===== src/rtl/rv32_dec_pkg.sv =====
// rtl/rv32_dec_pkg.sv - RV32IM opcode constants, immediate formats and register-index width.
package rv32_dec_pkg;

   localparam int REG_W = 5;

   localparam logic [6:0] LUI    = 7'b0110111;
   localparam logic [6:0] AUIPC  = 7'b0010111;
   localparam logic [6:0] JAL    = 7'b1101111;
   localparam logic [6:0] JALR   = 7'b1100111;
   localparam logic [6:0] BRANCH = 7'b1100011;
   localparam logic [6:0] LOAD   = 7'b0000011;
   localparam logic [6:0] STORE  = 7'b0100011;
   localparam logic [6:0] OP_IMM = 7'b0010011;
   localparam logic [6:0] OP     = 7'b0110011;
   localparam logic [6:0] SYSTEM = 7'b1110011;

   typedef enum logic [2:0] {
      FMT_I,
      FMT_S,
      FMT_B,
      FMT_U,
      FMT_J,
      FMT_NONE
   } imm_fmt_t;

endpackage


===== src/rtl/dec_issue_ctrl_if.sv =====
// rtl/dec_issue_ctrl_if.sv - fetch, issue, flush and load-writeback signals of the decode/issue controller.
interface dec_issue_ctrl_if #(
   parameter int W = 32
);

   logic                            if_valid;
   logic                            if_ready;
   logic [31:0]                     if_inst;
   logic [W-1:0]                    if_pc;
   logic                            flush;

   logic                            ex_valid;
   logic                            ex_ready;
   logic [W-1:0]                    ex_pc;
   logic [6:0]                      ex_opcode;
   logic [2:0]                      ex_funct3;
   logic [6:0]                      ex_funct7;
   logic [rv32_dec_pkg::REG_W-1:0]  ex_rs1;
   logic [rv32_dec_pkg::REG_W-1:0]  ex_rs2;
   logic [rv32_dec_pkg::REG_W-1:0]  ex_rd;
   logic [W-1:0]                    ex_imm;
   logic                            ex_illegal;

   logic                            wb_valid;
   logic [rv32_dec_pkg::REG_W-1:0]  wb_rd;

   modport master (
      output if_valid, if_inst, if_pc, flush, ex_ready, wb_valid, wb_rd,
      input  if_ready, ex_valid, ex_pc, ex_opcode, ex_funct3, ex_funct7,
             ex_rs1, ex_rs2, ex_rd, ex_imm, ex_illegal
   );

   modport slave (
      input  if_valid, if_inst, if_pc, flush, ex_ready, wb_valid, wb_rd,
      output if_ready, ex_valid, ex_pc, ex_opcode, ex_funct3, ex_funct7,
             ex_rs1, ex_rs2, ex_rd, ex_imm, ex_illegal
   );

endinterface


===== src/rtl/dec_issue_ctrl_field.sv =====
// rtl/dec_issue_ctrl_field.sv - dec_field_unit: combinational RV32IM field/immediate decode.
// DEC_ILLEGAL_TRAP_EN: flag unknown opcodes as illegal instead of silently issuing them as NOPs.
module dec_field_unit
   import rv32_dec_pkg::*;
#(
   parameter int W = 32
) (
   input  logic [31:0]      inst,
   output logic [REG_W-1:0] rs1,
   output logic [REG_W-1:0] rs2,
   output logic [REG_W-1:0] rd,
   output logic             rs1_use,
   output logic             rs2_use,
   output logic [W-1:0]     imm,
   output logic             illegal
);

   logic     known;
   logic     rd_use;
   imm_fmt_t fmt;
   logic [31:0] imm32;

   always_comb begin
      known   = 1'b1;
      rs1_use = 1'b1;
      rs2_use = 1'b0;
      rd_use  = 1'b1;
      fmt     = FMT_NONE;
      case (inst[6:0])
         LUI, AUIPC: begin
            fmt     = FMT_U;
            rs1_use = 1'b0;
         end
         JAL: begin
            fmt     = FMT_J;
            rs1_use = 1'b0;
         end
         JALR, LOAD, OP_IMM, SYSTEM: fmt = FMT_I;
         BRANCH: begin
            fmt     = FMT_B;
            rs2_use = 1'b1;
            rd_use  = 1'b0;
         end
         STORE: begin
            fmt     = FMT_S;
            rs2_use = 1'b1;
            rd_use  = 1'b0;
         end
         OP: rs2_use = 1'b1;
         default: begin
            // unknown opcodes carry no operands and no destination
            known   = 1'b0;
            rs1_use = 1'b0;
            rd_use  = 1'b0;
         end
      endcase
   end

   always_comb begin
      case (fmt)
         FMT_I:   imm32 = {{20{inst[31]}}, inst[31:20]};
         FMT_S:   imm32 = {{20{inst[31]}}, inst[31:25], inst[11:7]};
         FMT_B:   imm32 = {{19{inst[31]}}, inst[31], inst[7], inst[30:25], inst[11:8], 1'b0};
         FMT_U:   imm32 = {inst[31:12], 12'b0};
         FMT_J:   imm32 = {{11{inst[31]}}, inst[31], inst[19:12], inst[20], inst[30:21], 1'b0};
         default: imm32 = 32'b0;
      endcase
   end

   assign imm = W'($signed(imm32));
   assign rs1 = rs1_use ? inst[19:15] : '0;
   assign rs2 = rs2_use ? inst[24:20] : '0;
   assign rd  = rd_use  ? inst[11:7]  : '0;

`ifdef DEC_ILLEGAL_TRAP_EN
   assign illegal = ~known;
`else
   assign illegal = 1'b0;
`endif

endmodule


===== src/rtl/dec_issue_ctrl.sv =====
// rtl/dec_issue_ctrl.sv - decode/issue controller: skid-buffered handshake, registered issue bundle, load-use stall.
module dec_issue_ctrl
   import rv32_dec_pkg::*;
#(
   parameter int W = 32
) (
   input logic             clk,
   input logic             rst,
   dec_issue_ctrl_if.slave bus
);

   localparam logic [1:0] S_EMPTY = 2'd0;
   localparam logic [1:0] S_BUSY  = 2'd1;
   localparam logic [1:0] S_SKID  = 2'd2;

   logic [1:0]  state;
   logic [1:0]  state_nxt;
   logic [31:0] skid_inst;
   logic [W-1:0] skid_pc;

   logic [31:0]      dec_inst;
   logic [W-1:0]     dec_pc;
   logic [REG_W-1:0] dec_rs1, dec_rs2, dec_rd;
   logic             dec_rs1_use, dec_rs2_use, dec_illegal;
   logic [W-1:0]     dec_imm;

   logic [W-1:0]     out_pc;
   logic [6:0]       out_opcode;
   logic [2:0]       out_funct3;
   logic [6:0]       out_funct7;
   logic [REG_W-1:0] out_rs1, out_rs2, out_rd;
   logic             out_rs1_use, out_rs2_use, out_illegal;
   logic [W-1:0]     out_imm;

   logic             pend_v;
   logic [REG_W-1:0] pend_rd;
   logic             wb_hit, hazard;
   logic             accept, issue, load_out, load_skid;

   assign bus.if_ready = (state != S_SKID) & ~bus.flush;
   assign accept       = bus.if_valid & bus.if_ready;
   assign issue        = bus.ex_valid & bus.ex_ready;

   // The skid entry is always older, so it feeds the decoder whenever it is occupied.
   assign dec_inst = (state == S_SKID) ? skid_inst : bus.if_inst;
   assign dec_pc   = (state == S_SKID) ? skid_pc   : bus.if_pc;

   dec_field_unit #(.W(W)) u_field (
      .inst    (dec_inst),
      .rs1     (dec_rs1),
      .rs2     (dec_rs2),
      .rd      (dec_rd),
      .rs1_use (dec_rs1_use),
      .rs2_use (dec_rs2_use),
      .imm     (dec_imm),
      .illegal (dec_illegal)
   );

   always_comb begin
      state_nxt = state;
      case (state)
         S_EMPTY: if (accept) state_nxt = S_BUSY;
         S_BUSY: begin
            if (accept & ~issue)      state_nxt = S_SKID;
            else if (issue & ~accept) state_nxt = S_EMPTY;
         end
         S_SKID:  if (issue) state_nxt = S_BUSY;
         default: state_nxt = S_EMPTY;
      endcase
      if (bus.flush) state_nxt = S_EMPTY;
   end

   assign load_skid = (state == S_BUSY) & accept & ~issue;
   assign load_out  = ~bus.flush & (((state == S_EMPTY) & accept) |
                                    ((state == S_BUSY) & accept & issue) |
                                    ((state == S_SKID) & issue));

   always_ff @(posedge clk) begin
      if (rst) begin
         state       <= S_EMPTY;
         skid_inst   <= '0;
         skid_pc     <= '0;
         out_pc      <= '0;
         out_opcode  <= '0;
         out_funct3  <= '0;
         out_funct7  <= '0;
         out_rs1     <= '0;
         out_rs2     <= '0;
         out_rd      <= '0;
         out_rs1_use <= 1'b0;
         out_rs2_use <= 1'b0;
         out_imm     <= '0;
         out_illegal <= 1'b0;
      end else begin
         state <= state_nxt;
         if (load_skid) begin
            skid_inst <= bus.if_inst;
            skid_pc   <= bus.if_pc;
         end
         if (load_out) begin
            out_pc      <= dec_pc;
            out_opcode  <= dec_inst[6:0];
            out_funct3  <= dec_inst[14:12];
            out_funct7  <= dec_inst[31:25];
            out_rs1     <= dec_rs1;
            out_rs2     <= dec_rs2;
            out_rd      <= dec_rd;
            out_rs1_use <= dec_rs1_use;
            out_rs2_use <= dec_rs2_use;
            out_imm     <= dec_imm;
            out_illegal <= dec_illegal;
         end
      end
   end

   // pend_rd is never x0 while pend_v is set, so x0 operands cannot stall.
   assign wb_hit = bus.wb_valid & (bus.wb_rd == pend_rd);
   assign hazard = pend_v & ~wb_hit &
                   ((out_rs1_use & (out_rs1 == pend_rd)) |
                    (out_rs2_use & (out_rs2 == pend_rd)));

   always_ff @(posedge clk) begin
      if (rst) begin
         pend_v  <= 1'b0;
         pend_rd <= '0;
      end else if (issue & (out_opcode == LOAD) & (out_rd != '0)) begin
         pend_v  <= 1'b1;
         pend_rd <= out_rd;
      end else if (pend_v & wb_hit) begin
         pend_v  <= 1'b0;
      end
   end

   assign bus.ex_valid   = (state != S_EMPTY) & ~hazard;
   assign bus.ex_pc      = out_pc;
   assign bus.ex_opcode  = out_opcode;
   assign bus.ex_funct3  = out_funct3;
   assign bus.ex_funct7  = out_funct7;
   assign bus.ex_rs1     = out_rs1;
   assign bus.ex_rs2     = out_rs2;
   assign bus.ex_rd      = out_rd;
   assign bus.ex_imm     = out_imm;
   assign bus.ex_illegal = out_illegal;

endmodule


===== src/flat_wrapper.sv =====
// flat-port wrapper written by rule: the top's interface ports become plain ports
module dec_issue_ctrl_flat import rv32_dec_pkg::*;
#(
   parameter int W = 32
)
  (clk, rst, bus_if_valid, bus_if_inst, bus_if_pc, bus_flush, bus_ex_ready, bus_wb_valid, bus_wb_rd, bus_if_ready, bus_ex_valid, bus_ex_pc, bus_ex_opcode, bus_ex_funct3, bus_ex_funct7, bus_ex_rs1, bus_ex_rs2, bus_ex_rd, bus_ex_imm, bus_ex_illegal);
  dec_issue_ctrl_if #(.W(W)) bus_i ();
  input logic clk;
  input logic rst;
  input wire logic [$bits(bus_i.if_valid)-1:0] bus_if_valid;
  input wire logic [$bits(bus_i.if_inst)-1:0] bus_if_inst;
  input wire logic [$bits(bus_i.if_pc)-1:0] bus_if_pc;
  input wire logic [$bits(bus_i.flush)-1:0] bus_flush;
  input wire logic [$bits(bus_i.ex_ready)-1:0] bus_ex_ready;
  input wire logic [$bits(bus_i.wb_valid)-1:0] bus_wb_valid;
  input wire logic [$bits(bus_i.wb_rd)-1:0] bus_wb_rd;
  output wire logic [$bits(bus_i.if_ready)-1:0] bus_if_ready;
  output wire logic [$bits(bus_i.ex_valid)-1:0] bus_ex_valid;
  output wire logic [$bits(bus_i.ex_pc)-1:0] bus_ex_pc;
  output wire logic [$bits(bus_i.ex_opcode)-1:0] bus_ex_opcode;
  output wire logic [$bits(bus_i.ex_funct3)-1:0] bus_ex_funct3;
  output wire logic [$bits(bus_i.ex_funct7)-1:0] bus_ex_funct7;
  output wire logic [$bits(bus_i.ex_rs1)-1:0] bus_ex_rs1;
  output wire logic [$bits(bus_i.ex_rs2)-1:0] bus_ex_rs2;
  output wire logic [$bits(bus_i.ex_rd)-1:0] bus_ex_rd;
  output wire logic [$bits(bus_i.ex_imm)-1:0] bus_ex_imm;
  output wire logic [$bits(bus_i.ex_illegal)-1:0] bus_ex_illegal;
  assign bus_i.if_valid = bus_if_valid;
  assign bus_i.if_inst = bus_if_inst;
  assign bus_i.if_pc = bus_if_pc;
  assign bus_i.flush = bus_flush;
  assign bus_i.ex_ready = bus_ex_ready;
  assign bus_i.wb_valid = bus_wb_valid;
  assign bus_i.wb_rd = bus_wb_rd;
  assign bus_if_ready = bus_i.if_ready;
  assign bus_ex_valid = bus_i.ex_valid;
  assign bus_ex_pc = bus_i.ex_pc;
  assign bus_ex_opcode = bus_i.ex_opcode;
  assign bus_ex_funct3 = bus_i.ex_funct3;
  assign bus_ex_funct7 = bus_i.ex_funct7;
  assign bus_ex_rs1 = bus_i.ex_rs1;
  assign bus_ex_rs2 = bus_i.ex_rs2;
  assign bus_ex_rd = bus_i.ex_rd;
  assign bus_ex_imm = bus_i.ex_imm;
  assign bus_ex_illegal = bus_i.ex_illegal;
  dec_issue_ctrl #(.W(W)) u_core (.clk(clk), .rst(rst), .bus(bus_i));
endmodule

===== config.mk =====
export PLATFORM = sky130hd
export DESIGN_NAME = dec_issue_ctrl_flat
export DESIGN_NICKNAME = d
export VERILOG_FILES = /design/src/rtl/rv32_dec_pkg.sv /design/src/rtl/dec_issue_ctrl_if.sv /design/src/rtl/dec_issue_ctrl_field.sv /design/src/rtl/dec_issue_ctrl.sv /design/src/flat_wrapper.sv
export SDC_FILE = /design/constraint.sdc
export NUM_CORES = 1
export LEC_CHECK = 0
export ABC_AREA = 0
export CORE_UTILIZATION = 40
export DETAILED_ROUTE_END_ITERATION = 6
export HOLD_SLACK_MARGIN = 0.05
export PLACE_DENSITY_LB_ADDON = 0.05
export SLEW_MARGIN = 15
export SYNTH_ARGS = -nofsm -noshare
export SYNTH_HDL_FRONTEND = slang
export SYNTH_SLANG_ARGS = --single-unit

===== constraint.sdc =====
create_clock -name clk -period 3.9 [get_ports clk]
set_clock_uncertainty 0.05 [all_clocks]
set_input_delay 0.39 -clock clk [delete_from_list [all_inputs] [get_ports clk]]
set_output_delay 0.39 -clock clk [all_outputs]
set_load 0.1 [all_outputs]

* Word-level counts from Yosys, hierarchy flattened
Cells that the tools add are included.
Operators by class: divide/modulo/power cells 0, magnitude comparators 0, shift operators 0, $mul 0, add/sub/neg operators 0, bitwise operators 28, equal/unequal tests 24, multiplexer cells 17, reduce and logical (&&, ||, !) cells 12
Operator list (number):
- $pmux 32 s5 | 1
- $mux 32 | 2
- $eq 7x7->1 const B | 4
- $eq 7x6->1 const B | 3
- $and 1x1->1 | 20
- $eq 5x5->1 | 3
- $mux 5 | 3
- $pmux 3 s5 | 1
- $eq 7x2->1 const B | 2
- $eq 7x5->1 const B | 2
- $mux 2 | 4
- $reduce_or 8->1 | 1
- $reduce_or 7->1 | 1
- $eq 3x2->1 const B | 2
- $pmux 2 s3 | 1
- $mux 1 | 5
- $not 1->1 | 5
- $reduce_bool 5->1 | 1
- $ne 2x1->1 const B | 2
- $reduce_bool 2->1 | 2
- $reduce_or 2->1 | 2
- $reduce_or 4->1 | 1
- $eq 3x1->1 const B | 1
- $eq 3x3->1 const B | 1
- 9 further kinds | 11
Word-level totals: input port bits 75, bits in latches 0, output and inout port bits 99, flip-flop bits (word level) 170, word-level logic and storage cells 96, memory bits (writable) 0, bits in read-only memories 0, memories 0

* Longest topological paths before layout
Gate-level depths: netlist of run 1.
word-level depth 12, mapped depth 9, mapped depth without buffers 6

* Hierarchy
A second synthesis of run 1 with hierarchy kept.
Second synthesis, totals: cell total of the unflattened synthesis 946, area, all modules 8379.3 um^2
By module, submodules not included:
- dec_issue_ctrl | cells an instance 835, instances 1, area an instance 7661.1 um^2, sequential area each 3423.3 um^2
- dec_field_unit | cells an instance 111, instances 1, area an instance 718.2 um^2, sequential area each 0.0 um^2

* Worst setup path after synthesis of run 1
No wires, ideal clock.
path kind register to output, start register u_core.out_rs2[2] (netlist: u_core.bus.ex_rs2[2]), end output port bus_ex_valid, required time 3.460 ns, path slack 0.586 ns, arrival time 2.874 ns, buffers on the path 0, cell stages (with the launch flop) 5, cells stage by stage dfxtp_1 > xnor2_1 > nand4_1 > o22ai_2 > a21oi_1
On the way: cells in the longest elaborated chain, start to end 6
RTL lines:
- start: declaration | line dec_issue_ctrl.sv:31 | logic [REG_W-1:0] out_rs1, out_rs2, out_rd;
- start signal: assignment | line dec_issue_ctrl.sv:106 | out_rs2 <= dec_rs2;
- $eq 5x5->1 | line dec_issue_ctrl.sv:120 | (out_rs2_use & (out_rs2 == pend_rd)));
- $and 1x1->1 | line dec_issue_ctrl.sv:120
- $or 1x1->1 | line dec_issue_ctrl.sv:119 | ((out_rs1_use & (out_rs1 == pend_rd)) |
- $and 1x1->1 | line dec_issue_ctrl.sv:118 | assign hazard = pend_v & ~wb_hit &
- $not 1->1 | line dec_issue_ctrl.sv:134 | assign bus.ex_valid = (state != S_EMPTY) & ~hazard;
- $and 1x1->1 | line dec_issue_ctrl.sv:134
- end: declaration | line flat_wrapper.sv:18 | output wire logic [$bits(bus_i.ex_valid)-1:0] bus_ex_valid;
No other way between the ends.

* Worst setup path in the final report of run 1
start register u_core.state[0], end register u_core.out_imm[19] (netlist: u_core.bus.ex_imm[19])
On the way: cells in the longest elaborated chain, start to end 8, elaborated cells between the ends (all ways) 35, those cells by class eq/ne (16); mux (3); bitwise (11); reduce/logical (5)
RTL lines:
- start: declaration | line dec_issue_ctrl.sv:16 | logic [1:0] state;
- start signal: assignment | line dec_issue_ctrl.sv:95 | state <= state_nxt;
- parallel branches: the longest is 8 deep, another holds $mux 32
- end signal: assignment | line dec_issue_ctrl.sv:110 | out_imm <= dec_imm;
- end: declaration | line dec_issue_ctrl.sv:33 | logic [W-1:0] out_imm;
Several ways; the timed one is not identified. A chain may end at the register's enable or synchronous reset.

==> impl_metrics.py, run 1 <==
metrics = {
    "global_routing": {
        "grt_pass1_vias": 6879,
        "grt_pass1_wl_um": 38900,
        "grtUsageTotal_pct": 24.4,
        "antenna_found_initial": 1,
        "grt_start_max_net_pins": 88,
        "gr-total-overflow": 0,
    },
    "sta": {
        "finalMaxSlewViolations": 0,
        "relSlewSlack_pct": 30.7,
        "hold_viol": 0,
        "worst_slack_ns": 0.952,
        "setup_viol": 0,
        "rsz0062_at_grt": "false",
        "worstMarginPinSlew_ns": 1.04,
        "finalCritPeriodShare_pct": 75.6,
        "setup_tns_ns": 0,
        "fmax_ghz": 0.339,
        "min_period_ns": 2.95,
    },
    "clocking": {
        "cts_setup_buffers": 0,
        "cts_buffer_depth": 2,
        "cts_resized": 0,
        "cts-htree-levels": 4,
        "numCtsBuffers": 17,
        "cts_root_buf": "clkbuf_16",
        "cts_tree": "built",
        "path_clk_slew_ns": 0.07,
        "clock_sinks": 170,
        "cts.hold.buffers_added": 0,
        "clk_latency_ns": 0.43,
    },
    "synth": {
        "netlist_instances": 973,
        "synth_largest_area_cell": "dfxtp_1",
        "yosysWarnings": 0,
        "ys_seq_area_share_pct": 42.8,
        "synth_area_leaders": "dfxtp_1, a21oi_1, nand2_1, o31ai_1, nand4_1",
        "syn_avg_cell_area_um2": 8.17,
        "synth-seq-cells": 170,
        "netlist_area_mm2": 0.00795,
        "yosysTopAreaCellShare_pct": 42.8,
        "syn_nets": 1048,
        "ys_types": 56,
        "synth-main-ff-cell": "dfxtp_1",
        "ys_async_sr_fraction_pct": 0,
        "synth_edf_count": 0,
    },
    "final_layout": {
        "fin_area_mm2": 0.0104,
        "final_nets": 1156,
        "areaGrowthSynthToFinish_pct": 30.8,
        "drive_gt1_share_pct": 6.77,
        "fillers": 1860,
    },
    "routing": {
        "dr.pass1.iters": 5,
        "drt_iter0_markers": 582,
        "wl_met3_um": 1650,
        "vias_per_cell": 5.63,
        "wl_met2_um": 11700,
        "drc": 0,
        "met1_length_um": 11500,
        "routed.top_layer": "met4",
        "vias": 7650,
        "avgRoutedWirePerCell_um": 18.4,
        "drt_wl_total_um": 25000,
        "ant_nets": 0,
    },
    "floorplanning": {
        "die_area_mm2": 0.0204,
        "core_area_mm2": 0.0195,
        "rows": 51,
        "die_height_um": 143,
        "ios": 174,
        "die_x_um": 143,
        "initial_utilization_pct": 40.8,
    },
    "setup_path": {
        "critPathMaxStageDelay_ns": 0.63,
        "cpMostUsedCell": "a21oi_1",
        "crit_family": "compound AO/OA/AOI/OAI gates",
        "cp_slowest_cell": "dfxtp_2",
        "start_kind": "flop",
        "cp.arrival_ns": 3.19,
        "path_class": "flop to flop",
        "cp_num_buf_inv": 1,
        "cp.required_ns": 4.14,
        "worstSetupEndpointType": "flop",
        "worstPathMaxFanout": 53,
        "crit_path_cell_trace": "buf_4 > nand4bb_1 > o21ai_0 > nand4_1 > o21ai_1 > a21oi_1 > a21oi_1",
    },
    "power_and_ir_drop": {
        "power_leakage_nw": 3.53,
        "power_density_mw_per_mm2": 436,
        "vdd_ir_drop_max_mv": 0.302,
    },
    "placement": {
        "dp_slack_ns": 0.936,
        "dpl_cell_area_mm2": 0.00975,
        "gp_congestion": 0.858,
        "hpwl_um": 15700,
        "numPortBuffers": 172,
    },
    "min_path": {
        "hold_path.class": "input pin to flop",
    },
    "status": {
        "outcome": "finished clean",
    },
    "run": {
        "maxCapViolations": 0,
    },
}
[through the flow]
stage	cells	hold WS [ns]	total power [mW]	util [%]
2_1_floorplan	973	0.398	2.42	-
3_3_place_gp	1327	0.396	2.68	50.1
3_5_place_dp	1327	0.395	2.68	50.1
4_1_cts	1358	0.302	4.57	53.4
5_1_grt	1358	0.313	4.69	53.4
6_report	1359	0.312	4.54	53.4
[registers in the layout, indices dropped and copies added (netlist names), 2 cells and up]
| name | flops |
|---|---|
| u_core.skid_pc | 32 |
| u_core.bus.ex_opcode | 7 |
| u_core.bus.ex_pc | 32 |
| u_core.skid_inst | 32 |
| u_core.bus.ex_funct7 | 7 |
| u_core.pend_rd | 5 |
| u_core.bus.ex_rs2 | 5 |
| u_core.state | 2 |
| u_core.bus.ex_imm | 32 |
| u_core.bus.ex_rd | 5 |
| u_core.bus.ex_rs1 | 5 |
| u_core.bus.ex_funct3 | 3 |
[cell usage after synthesis, drive strengths merged, types with 2 or more instances]
library cell	count
or4	2
a211oi	12
nand2	159
o31ai	67
a21boi	2
mux2	2
inv	9
buf	35
nand4bb	3
dfxtp	170
clkbuf	66
and3	2
o21ai	20
a311oi	38
a31oi	5
a21oi	121
nand4	71
nand3	5
o32a	2
o211ai	4
o22ai	13
xnor2	13
a21bo	2
nor2	75
or3	13
mux2i	26
nand2b	4
xor2	4
nand3b	11
[power breakdown]
| part | total (mW) | internal [mW] | leakage (nW) | switching, mW |
|---|---|---|---|---|
| clock | 1.89 | 1.14 | 0.304 | 0.750 |
| sequential | 1.82 | 1.79 | 1.38 | 0.0362 |
| combinational | 0.818 | 0.219 | 1.84 | 0.599 |
[logic make-up after synthesis]
family | synth area share [%]
buffers and inverters | 5.89
muxes | 3.65
xor gates and xnor gates | 1.87
and+or+nand+nor | 21.1
AOI/OAI and AO/OA | 24.6
DFF | 42.8
other | 0.0472
[final timing paths]
kind | startpoint | end | slack, ns | depth (start not counted)
setup / recovery | u_core.state[0]$_SDFFE_PP0P_ | u_core.bus.ex_imm[19]$_SDFFE_PP0P_ | 0.95 | 7
hold / removal | rst | u_core.bus.ex_imm[24]$_SDFFE_PP0P_ | 0.31 | 2
setup reg to reg | u_core.state[0]$_SDFFE_PP0P_ | u_core.bus.ex_imm[19]$_SDFFE_PP0P_ | 0.95 | 7
hold reg to reg | u_core.bus.ex_imm[6]$_SDFFE_PP0P_ | u_core.bus.ex_imm[6]$_SDFFE_PP0P_ | 0.41 | 2
[routing by layer]
layer	up-vias	track usage [%]
li1	3771	-
met1	3652	34.7
met2	216	37.5
met3	11	5.80
met4	0	4.41
met5	-	0
[cell type report]
class | instances | area (µm²) | area share, %
diodes | 1 | 2.50 | 0.0241
clock buffers | 18 | 429 | 4.13
clock inverters | 13 | 216 | 2.08
inverters | 9 | 33.8 | 0.325
multi-input cells | 693 | 4100 | 39.5
flip-flops and latches | 170 | 3400 | 32.8
well taps | 265 | 332 | 3.19
repair buffers | 190 | 1870 | 18.0
[placed cells by master, fill, tap and decap left out, types with 17 or more instances in the layout]
cell type and instances:
clkdlybuf4s50_1 169, dfxtp_1 169, nand2_1 158, a21oi_1 121, nor2_1 75, nand4_1 71, o31ai_1 66, a311oi_1 38
mux2i_1 24, o21ai_0 19, buf_4 19, clkbuf_16 17
No activity file was read; power rests on OpenSTA's default activity.
==> inputs of run 2 (changes only) <==
==> constraint.sdc (replaced) <==
create_clock -name clk -period 3.1 [get_ports clk]
set_clock_uncertainty 0.05 [all_clocks]
set_input_delay 0.31 -clock clk [delete_from_list [all_inputs] [get_ports clk]]
set_output_delay 0.31 -clock clk [all_outputs]
set_load 0.1 [all_outputs]
==> run 2 against run 1 <==
  * First-iteration DRC count grew 4.1%
  * Hold slack gained 0.054 ns
  * Non-clock buffer count grew 7
  * Combinational power grew 27%
  * Largest cell class unchanged
  * Critical endpoint is now u_core.bus.ex_imm[24]$_SDFFE_PP0P_
  * Highest routed layer unchanged
==> impl_metrics.py, run 2 (same netlist as run 1, synthesis figures left out) <==
metrics = {
    "floorplanning": {
        "rows": 51,
        "ios": 174,
        "core_area_mm2": 0.0195,
        "die_area_mm2": 0.0204,
        "die_x_um": 143,
        "initial_utilization_pct": 40.8,
        "die_height_um": 143,
    },
    "global_routing": {
        "grt_pass1_wl_um": 39000,
        "grtUsageTotal_pct": 24.4,
        "use_met1_pct": 34.0,
        "grt_pass1_vias": 6971,
        "grt_busiest_layer": "met2",
        "grt_start_max_net_pins": 156,
        "antenna_found_initial": 0,
        "groute.layer.met3.usage_pct": 5.23,
        "use_met2_pct": 37.0,
        "gr-total-overflow": 0,
    },
    "placement": {
        "hpwl_um": 15600,
        "dpl_cell_area_mm2": 0.00977,
        "gp_congestion": 0.849,
        "numPortBuffers": 172,
    },
    "setup_path": {
        "worstPathMaxFanout": 18,
        "start_kind": "flop",
        "cp.required_ns": 3.38,
        "worstSetupEndpointType": "flop",
        "cp.arrival_ns": 3.02,
        "path_class": "flop to flop",
    },
    "clocking": {
        "cts_buffer_depth": 2,
        "cts-htree-levels": 4,
        "cts_tree": "built",
        "path_clk_slew_ns": 0.06,
        "cts.hold.buffers_added": 0,
        "cts_setup_buffers": 0,
        "clock_sinks": 170,
        "numCtsBuffers": 17,
        "cts_resized": 0,
        "cts_root_buf": "clkbuf_16",
        "clk_latency_ns": 0.43,
    },
    "final_layout": {
        "layout_commonest_cell": "dfxtp_1",
        "areaGrowthSynthToFinish_pct": 30.4,
        "fin_area_mm2": 0.0104,
        "layout_common_cells": "dfxtp_1, nand2_1, clkdlybuf4s50_1",
        "final_nets": 1163,
        "num_antenna_cells": 0,
        "drive_gt1_share_pct": 11.5,
    },
    "routing": {
        "ant_nets": 0,
        "avgRoutedWirePerCell_um": 18.1,
        "drt_iter0_markers": 606,
        "drt_wl_total_um": 24700,
        "vias": 7666,
        "vias_per_cell": 5.62,
        "dr.pass1.iters": 5,
        "drc": 0,
    },
    "power_and_ir_drop": {
        "vdd_ir_drop_max_mv": 0.346,
        "power_leakage_nw": 3.66,
        "power_density_mw_per_mm2": 535,
        "finalPower_mw": 5.55,
    },
    "sta": {
        "finalCritPeriodShare_pct": 88.4,
        "rsz0062_at_grt": "false",
        "finalMaxSlewViolations": 0,
        "worstMarginPinSlew_ns": 0.982,
        "hold_viol": 0,
        "setup_viol": 0,
        "min_period_ns": 2.74,
        "relSlewSlack_pct": 34.3,
        "fmax_ghz": 0.365,
        "setup_tns_ns": 0,
    },
    "run": {
        "maxCapViolations": 0,
    },
    "status": {
        "outcome": "finished clean",
    },
    "min_path": {
        "hold_path.class": "input pin to flop",
    },
}
-- run 2: power breakdown --
| part | leakage, nW | switching (mW) | internal [mW] |
|---|---|---|---|
| Clock | 0.289 | 0.908 | 1.31 |
| Sequential | 1.38 | 0.0414 | 2.25 |
| Combinational | 1.99 | 0.758 | 0.285 |
-- run 2: path summary, 6_finish.rpt --
path,from,end,slack [ns],depth (start not counted)
setup reg to reg,u_core.state[1]$_SDFFE_PP0P_,u_core.bus.ex_imm[24]$_SDFFE_PP0P_,0.36,6
hold reg to reg,u_core.bus.ex_funct3[1]$_SDFFE_PP0P_,u_core.bus.ex_funct3[1]$_SDFFE_PP0P_,0.40,2
hold / removal,rst,u_core.bus.ex_rs1[4]$_SDFFE_PP0P_,0.37,3
setup / recovery,u_core.state[1]$_SDFFE_PP0P_,u_core.bus.ex_imm[24]$_SDFFE_PP0P_,0.36,6
-- run 2: area by class of cell --
type	instances	area [µm²]
multi-input cells	693	4110
clock inverters	10	141
repair buffers	197	1890
fillers	1889	9100
inverters	9	33.8
clock buffers	20	457
well taps	265	332
flip-flops and latches	170	3400
-- run 2: metal layers --
layer  vias to the layer above  wire [µm]
li1                       3797          -
met1                      3646      11400
met2                       199      11600
met3                        24       1300
met4                         0        470
met5                         -          0
-- run 2: worst max-delay path, cell delays in order (launching register included) --
cell,delay [ns]
dfxtp_1,0.58
nand2b_4,0.25
mux2i_2,0.47
nand2_1,0.24
o211ai_2,0.70
a21oi_1,0.16
o22ai_1,0.18
-- run 2: per-stage QoR --
stage / hold WS (ns) / instances / worst slack (ns) / utilization [%]
3_5_place_dp: 0.397 / 1334 / 0.351 / 50.2
3_3_place_gp: 0.393 / 1334 / 0.389 / 50.2
6_report: 0.366 / 1364 / 0.361 / 53.2
2_1_floorplan: 0.332 / 973 / 0.407 / -
4_1_cts: 0.368 / 1364 / 0.372 / 53.2
5_1_grt: 0.417 / 1364 / 0.114 / 53.2
==> inputs of run 3 (changes only) <==
--- a/config.mk
+++ b/config.mk
@@ -10,6 +10,7 @@
 export DETAILED_ROUTE_END_ITERATION = 6
 export HOLD_SLACK_MARGIN = 0.05
 export PLACE_DENSITY_LB_ADDON = 0.05
+export REMOVE_ABC_BUFFERS = 1
 export SLEW_MARGIN = 15
 export SYNTH_ARGS = -nofsm -noshare
 export SYNTH_HDL_FRONTEND = slang
==> run 3 against run 2 <==
  * Hold slack better by 0.033 ns
  * Count of clock-buffer cells in the layout down 2
  * Cell count unchanged
  * Non-clock buffer count down 1
  * Clock power up 3%
  * Die area unchanged
  * Total power up 1.0%
  * Critical path type unchanged
  * Worst setup slack worse by 0.016 ns
  * Combinational power about the same
  * Largest cell class unchanged
  * Fmax down 0.59%
  * Sequential cell count unchanged
==> impl_metrics.py, run 3 (same netlist as run 1, synthesis figures left out) <==
metrics = {
    "clocking": {
        "cts.hold.buffers_added": 0,
        "clock_sinks": 170,
        "cts_resized": 0,
        "cts_tree": "built",
        "path_clk_slew_ns": 0.07,
        "clk_latency_ns": 0.42,
        "cts-htree-levels": 4,
        "cts_root_buf": "clkbuf_16",
        "cts_setup_buffers": 0,
        "numCtsBuffers": 17,
        "cts_buffer_depth": 2,
    },
    "setup_path": {
        "worstPathMaxFanout": 19,
        "worstSetupEndpointType": "flop",
        "crit_path_cell_trace": "nand2b_4 > mux2i_2 > nand2_1 > o211ai_2 > a21oi_1 > o22ai_1",
        "crit_family": "compound AO/OA/AOI/OAI gates",
        "critPathMaxStageDelay_ns": 0.71,
        "cp.arrival_ns": 3.05,
        "start_kind": "flop",
        "cp_num_buf_inv": 0,
        "cp.required_ns": 3.40,
        "cp_slowest_cell": "o211ai_2",
        "path_class": "flop to flop",
    },
    "final_layout": {
        "final_nets": 1162,
        "areaGrowthSynthToFinish_pct": 30.8,
        "drive_gt1_share_pct": 10.1,
        "fillers": 1891,
        "fin_cells": 1364,
        "layout_common_cells": "dfxtp_1, nand2_1, clkdlybuf4s50_1",
        "layout_commonest_cell": "dfxtp_1",
        "num_antenna_cells": 0,
    },
    "global_routing": {
        "grt_start_max_net_pins": 156,
        "grtUsageTotal_pct": 23.8,
        "gr-total-overflow": 0,
        "grt_pass1_vias": 7096,
        "antenna_found_initial": 0,
        "grt_pass1_wl_um": 38200,
    },
    "routing": {
        "ant_nets": 0,
        "drc": 0,
        "vias_per_cell": 5.62,
        "vias": 7661,
        "drt_wl_total_um": 24300,
        "avgRoutedWirePerCell_um": 17.8,
        "dr.pass1.iters": 5,
        "drt_iter0_markers": 634,
    },
    "sta": {
        "fmax_ghz": 0.363,
        "finalCritPeriodShare_pct": 88.9,
        "setup_viol": 0,
        "worstMarginPinSlew_ns": 1.04,
        "hold_viol": 0,
        "rsz0062_at_grt": "false",
        "min_period_ns": 2.76,
        "relSlewSlack_pct": 30.1,
        "finalMaxSlewViolations": 0,
    },
    "floorplanning": {
        "initial_utilization_pct": 40.8,
        "core_area_mm2": 0.0195,
        "die_area_mm2": 0.0204,
        "die_x_um": 143,
        "rows": 51,
        "ios": 174,
        "die_height_um": 143,
    },
    "power_and_ir_drop": {
        "power_density_mw_per_mm2": 539,
        "vdd_ir_drop_max_mv": 0.361,
        "finalPower_mw": 5.60,
        "power_leakage_nw": 3.63,
    },
    "placement": {
        "numPortBuffers": 172,
        "gp_congestion": 0.871,
        "hpwl_um": 15000,
        "placedCellCount": 1333,
    },
    "run": {
        "maxCapViolations": 0,
    },
    "status": {
        "outcome": "finished clean",
    },
    "min_path": {
        "hold_path.class": "flop to flop",
    },
}
[run 3: cell count changes in the layout (fill, tap and decap cells not counted), moves of 2 or more]
cell             change
buf_4               -14
inv_6                +2
clkdlybuf4s50_1     +14
clkbuf_8             -2
[run 3: report_power, final]
part	total (mW)	leakage (nW)	switching (mW)	internal (mW)
sequential	2.29	1.38	0.0445	2.25
clock	2.27	0.294	0.920	1.36
combinational	1.03	1.95	0.752	0.283
total	5.60	3.63	1.72	3.89
[run 3: final cells by class]
| class | instances | area [µm²] | share of cell area [%] |
|---|---|---|---|
| multi-input cells | 693 | 4100 | 39.5 |
| inverters | 9 | 33.8 | 0.325 |
| repair buffers | 196 | 1900 | 18.3 |
| flip-flops and latches | 170 | 3400 | 32.7 |
| clock inverters | 13 | 191 | 1.84 |
| clock buffers | 18 | 429 | 4.13 |
| well taps | 265 | 332 | 3.19 |
[run 3: metrics by stage]
| stage | setup TNS (ns) | hold slack [ns] | setup WS (ns) | cell area, µm² | util (%) |
|---|---|---|---|---|---|
| final | 0 | 0.400 | 0.344 | 10400 | 53.4 |
| after global routing | 0 | 0.417 | 0.0626 | 10400 | 53.4 |
| after CTS | 0 | 0.404 | 0.307 | 10400 | 53.4 |
| after detailed placement | 0 | 0.396 | 0.289 | 9780 | 50.2 |
| after global placement | 0 | 0.392 | 0.358 | 9780 | 50.2 |
| after floorplan | -242.04 | 0.329 | -2.93 | 7510 | - |
[run 3: worst register-to-register path, stage by stage (launching register included)]
cell and delay, ns:
dfxtp_2 0.52, nand2b_4 0.37, mux2i_2 0.46, nand2_1 0.22, o211ai_2 0.71, a21oi_1 0.17, o22ai_1 0.18
[run 3: per-layer routing]
layer  track usage [%]  part of all wire [%]
met5                 0                     0
met4              7.30                   1.3
met3              3.99                   5.6
met2              37.2                    46
met1              33.2                    48
[run 3: final timing paths]
check / start / end / slack (ns) / cells past startpoint
setup / recovery: u_core.state[0]$_SDFFE_PP0P_ / u_core.bus.ex_imm[30]$_SDFFE_PP0P_ / 0.34 / 6
hold / removal: u_core.bus.ex_imm[10]$_SDFFE_PP0P_ / u_core.bus.ex_imm[10]$_SDFFE_PP0P_ / 0.40 / 2
setup reg to reg: u_core.state[0]$_SDFFE_PP0P_ / u_core.bus.ex_imm[30]$_SDFFE_PP0P_ / 0.34 / 6
hold reg to reg: u_core.bus.ex_imm[10]$_SDFFE_PP0P_ / u_core.bus.ex_imm[10]$_SDFFE_PP0P_ / 0.40 / 2
